==> src/rtl/bus_slot_pkg.sv <==
// Shared constants and types for the slotted single-wire receive bus.
// Build option: define BUS_SLOT_PARITY_EN to add one even-parity round per frame.
package bus_slot_pkg;

  localparam int N_SRC_DEFAULT = 4;
  localparam int W_DEFAULT     = 4;
  localparam int SEL_W         = $clog2(N_SRC_DEFAULT);

`ifdef BUS_SLOT_PARITY_EN
  localparam int PARITY_BITS = 1;
`else
  localparam int PARITY_BITS = 0;
`endif

  localparam int ROUNDS = W_DEFAULT + PARITY_BITS;

  typedef logic [SEL_W-1:0] sel_t;

endpackage

==> src/rtl/slot_shift_reg.sv <==
// Serial-in shift register for one source's slot: W data bits plus the optional parity bit.
// Build option: BUS_SLOT_PARITY_EN widens the register by one bit.
module slot_shift_reg
  import bus_slot_pkg::*;
#(
  parameter  int W     = W_DEFAULT,
  localparam int DEPTH = W + PARITY_BITS
) (
  input  logic             clk,
  input  logic             clr,
  input  logic             load,
  input  logic             din,
  output logic [DEPTH-1:0] shift_next
);

  logic [DEPTH-1:0] shift_q;

  // The next value is exported so the top can publish the final bit in the same edge it lands.
  always_comb begin
    shift_next = load ? {shift_q[DEPTH-2:0], din} : shift_q;
  end

  always_ff @(posedge clk) begin
    if (clr) begin
      shift_q <= '0;
    end else begin
      shift_q <= shift_next;
    end
  end

endmodule

==> src/rtl/bus_slot_receiver.sv <==
// Slot sequencer and deserialiser for a shared tri-state bus with N_SRC time-multiplexed sources.
// Build option: BUS_SLOT_PARITY_EN enables the per-source parity round and parity_err.
module bus_slot_receiver
  import bus_slot_pkg::*;
#(
  parameter  int N_SRC = N_SRC_DEFAULT,
  parameter  int W     = W_DEFAULT,
  localparam int SEL_W = $clog2(N_SRC)
) (
  input  logic               clk,
  input  logic               rst,
  input  logic               enable,
  input  logic               bus_line,
  output logic [SEL_W-1:0]   sel,
  output logic [N_SRC*W-1:0] data_out,
  output logic               frame_valid,
  output logic               busy,
  output logic [N_SRC-1:0]   parity_err
);

  localparam int FRAME_ROUNDS = W + PARITY_BITS;
  localparam int RND_W        = $clog2(FRAME_ROUNDS);

  logic [RND_W-1:0]        round;
  logic [FRAME_ROUNDS-1:0] shift_next [N_SRC];
  logic [N_SRC*W-1:0]      frame_word;
  logic                    last_slot;
  logic                    end_of_frame;
  logic                    shift_clr;
`ifdef BUS_SLOT_PARITY_EN
  logic [N_SRC-1:0]        frame_parity;
`endif

  assign shift_clr = rst || !enable;

  // Data bits occupy the top W bits of each register; a parity bit, if present, sits at bit 0.
  for (genvar gi = 0; gi < N_SRC; gi++) begin : g_src
    slot_shift_reg #(.W(W)) u_shift (
      .clk        (clk),
      .clr        (shift_clr),
      .load       (enable && (sel == SEL_W'(gi))),
      .din        (bus_line),
      .shift_next (shift_next[gi])
    );
    assign frame_word[W*gi +: W] = shift_next[gi][FRAME_ROUNDS-1 -: W];
`ifdef BUS_SLOT_PARITY_EN
    assign frame_parity[gi] = ^shift_next[gi];
`endif
  end

  always_comb begin
    last_slot    = (sel == SEL_W'(N_SRC - 1));
    end_of_frame = last_slot && (round == RND_W'(FRAME_ROUNDS - 1));
  end

  // Dropping enable abandons the partial frame but keeps the last published frame visible.
  always_ff @(posedge clk) begin
    if (rst) begin
      sel         <= '0;
      round       <= '0;
      busy        <= 1'b0;
      frame_valid <= 1'b0;
      data_out    <= '0;
`ifdef BUS_SLOT_PARITY_EN
      parity_err  <= '0;
`endif
    end else if (!enable) begin
      sel         <= '0;
      round       <= '0;
      busy        <= 1'b0;
      frame_valid <= 1'b0;
    end else if (end_of_frame) begin
      sel         <= '0;
      round       <= '0;
      busy        <= 1'b0;
      frame_valid <= 1'b1;
      data_out    <= frame_word;
`ifdef BUS_SLOT_PARITY_EN
      parity_err  <= frame_parity;
`endif
    end else begin
      sel         <= sel + SEL_W'(1);
      busy        <= 1'b1;
      frame_valid <= 1'b0;
      if (last_slot) begin
        round <= round + RND_W'(1);
      end
    end
  end

`ifndef BUS_SLOT_PARITY_EN
  assign parity_err = '0;
`endif

endmodule
==> config.mk <==
export PLATFORM = sky130hd
export DESIGN_NAME = bus_slot_receiver
export DESIGN_NICKNAME = d
export VERILOG_FILES = /design/src/rtl/bus_slot_pkg.sv /design/src/rtl/slot_shift_reg.sv /design/src/rtl/bus_slot_receiver.sv
export SDC_FILE = /design/constraint.sdc
export NUM_CORES = 1
export LEC_CHECK = 0
export ABC_CLOCK_PERIOD_IN_PS = 2000
export BUFFER_PORTS_ARGS = -buffer_cell sky130_fd_sc_hd__buf_4
export CAP_MARGIN = 15
export CORE_MARGIN = 2
export CORE_UTILIZATION = 27
export DETAILED_ROUTE_END_ITERATION = 16
export PLACE_DENSITY_LB_ADDON = 0.05
export SYNTH_ARGS = -nofsm -noshare
export SYNTH_HDL_FRONTEND = slang
export SYNTH_SLANG_ARGS = --single-unit
export TNS_END_PERCENT = 50
==> constraint.sdc <==
create_clock -name clk -period 2 [get_ports clk]
set_clock_uncertainty 0.15 [all_clocks]
set_input_delay 0.2 -clock clk [delete_from_list [all_inputs] [get_ports clk]]
set_output_delay 0.2 -clock clk [all_outputs]
set_load 0.05 [all_outputs]
==> impl_metrics.ini <==
[die]
die_h_um = 78.54
io_pins = 28
coreArea_sq_um = 5439
die_w_um = 78.54
dieArea_sq_um = 6169
rows = 27
start_util = 0.2758

[clocking]
tritoncts = done
path_clk_slew_ns = 0.07
cts_root_buffer = clkbuf_8
clockBufferDepth = 2
htreeDepth = 2
clkSinkCount = 37
cts_resized = 0
numCtsBuffers = 5
postCtsHoldBufs = 0
clkLatencyLatePin_ns = 0.28
cts_setup_buffers = 0

[layout]
final_layout_size_suffix_gt1_frac = 0.2609
area_growth_syn_to_layout_pct = 18.77
insertedDiodeCount = 0
layout.nets = 169
num-fill-cells = 557

[synthesis]
synth_most_common_cell = dfxtp_1
yosys-top-cells-count = 37 x dfxtp_1, 20 x mux2i_1, 17 x nor2_1
ys_seq_area_frac = 0.4937
async_flop_share = 0
yosys_warnings = 0
syn_area_sq_um = 1500
yosys-top-cells-area = dfxtp_1 49%, mux2i_1 13%, a211oi_2 8.3%
synth_top_area_frac = 0.4937
synth_top_area_cell = dfxtp_1
syn_inst = 140
ys_types = 21
synth_ff_type = dfxtp_1
synth-seq-cells = 37
synth-edff-count = 0
synth_area_per_cell_sq_um = 10.72

[routing]
route.detailed.drc = 0
routed_via_density = 4.468
firstDrtPassIters = 4
antenna_left = 0
avgRoutedWirePerCell_um = 13.09
dr.first_iter.drc_count = 34
wl_mm = 3.049
vias = 1041

[power]
ir_worst_vdd_mv = 0.2166
power_density_nw_per_um2 = 744.2
fin_total_pwr_w = 0.001326
p_leak_nw = 0.6618

[global_routing]
grt_max_degree = 22
antenna_found_initial = 0
grt_pass1_vias = 1008
track_usage = 0.1065
overflow = 0
grt_pass1_wl_mm = 4.974

[worst_setup_path]
crit_arrival_ns = 1.55
cp-end-kind = register
setup.worst_path.class = register to register
crit_family = flip-flops
crit_path_cell_trace = ha_1 > and3_1 > buf_4 > a211oi_1
critPathMaxStageDelay_ns = 0.33
cp.required_ns = 2.04
crit_buf_inv = 1
critPathLaunch = round[0]
crit_slowest_cell = dfxtp_1
reg2reg_slack_ns = 0.49
cp-start-kind = register
critPathMaxFanout = 16
r2r_cells = 4
timing.rr.end = data_out[9]
r2r_start = round[0]

[timing]
finalSetupViolCount = 0
clock.fmax_mhz = 661.1
layout_min_cycle_time_ns = 1.513
setup_tns_ns = 0
fin_crit_sh = 0.7563
rsz0062_at_grt = no
hold_viol = 0
report.final.slew_viol_count = 0

[flow_run]
maxCapViolCount = 0

[min_path]
hold_end = g_src[3].u_shift.shift_q[0]
whs_path_depth = 3
worstHoldStart = bus_line
hold_class = input pin to register

[placement]
io_buffers = 23
gp_congestion = 0.7372
dp_hpwl_mm = 2.125

[outcome]
status = completed
==> cell families (layout without fill, tap and decap cells) <==
group,count (synthesis),after routing,share of synthesized area
compound gates,24,24,0.1434
xor+xnor,1,1,0.005839
other cells,1,4,0.002500
flops,37,37,0.4937
mux,20,20,0.1334
fa+ha+maj,5,5,0.04170
buf+inv,19,37,0.07339
simple gates,33,33,0.1059
==> worst max-delay path by stage <==
stage                        to  cells after the start
floorplan           data_out[4]                      4
CTS                 data_out[9]                      4
finish              data_out[9]                      4
global placement       round[1]                      4
global route           round[1]                      4
detailed placement     round[0]                      4
==> where the power goes <==
group | switching, W | internal, W | total, W
Sequential | 0.00000340 | 0.000741 | 0.000745
Combinational | 0.0000632 | 0.0000243 | 0.0000874
Clock | 0.000246 | 0.000248 | 0.000494
Total | 0.000313 | 0.00101 | 0.00133
==> worst reg2reg max path: cells and delay by family, from the launching register on <==
kind | cells | cell delay [ns]
AND/OR/NAND/NOR | 1 | 0.19
adder cells (fa/ha/maj) | 1 | 0.27
buffers and inverters | 1 | 0.21
AO/OA/AOI/OAI | 1 | 0.28
flip-flops | 1 | 0.33
==> flip-flops by register name, indices dropped and copies added, names as in the netlist <==
signal / flops
sel: 2
busy: 1
frame_valid: 1
g_src.u_shift.shift_q: 15
data_out: 16
round: 2
==> routing by layer <==
layer	track usage	vias up	wire length, um
met5	0	-	0
met4	0.03684	0	46
met3	0.03793	5	110
met2	0.1615	18	1447
met1	0.1394	501	1444
li1	-	517	-
==> final cells by class <==
class                   instances  area [sq um]  share of cell area
multi-input cells              87         660.6              0.3708
repair buffers                 27         202.7              0.1138
flip-flops and latches         37         740.7              0.4157
well taps                      72         90.09             0.05056
clock buffers                   8         80.08             0.04494
inverters                       2         7.507            0.004213
==> cells in the final DEF (no fill, tap or decap) <==
master    netlist  final
xnor2_1         1      1
nor3_1          3      3
a31oi_1        12     12
nor3b_1         1      1
conb_1          1      4
dfxtp_1        37     37
and2_1          1      1
nand2_1         1      1
inv_1           2      2
clkbuf_1        4      3
buf_4           4     27
clkbuf_8        0      5
nor2_1         17     17
ha_1            5      5
a211oi_1        2      2
and3_1          1      1
mux2i_1        20     20
a211oi_2       10     10
nand2b_1        9      9
==> stage by stage <==
stage / setup slack [ns] / area, sq um / cells / hold slack, ns / utilization
finish: 0.4873 / 1782 / 233 / 0.08221 / 0.3276
global route: 0.3438 / 1782 / 233 / 0.08483 / 0.3276
CTS: 0.4591 / 1782 / 233 / 0.07448 / 0.3276
detailed placement: 0.4783 / 1702 / 225 / 0.3140 / 0.3129
global placement: 0.4937 / 1702 / 225 / 0.3142 / 0.3129
floorplan: 0.2559 / 1511 / 143 / 0.1972 / -
Note: power is estimated with default switching activity, not from simulation.
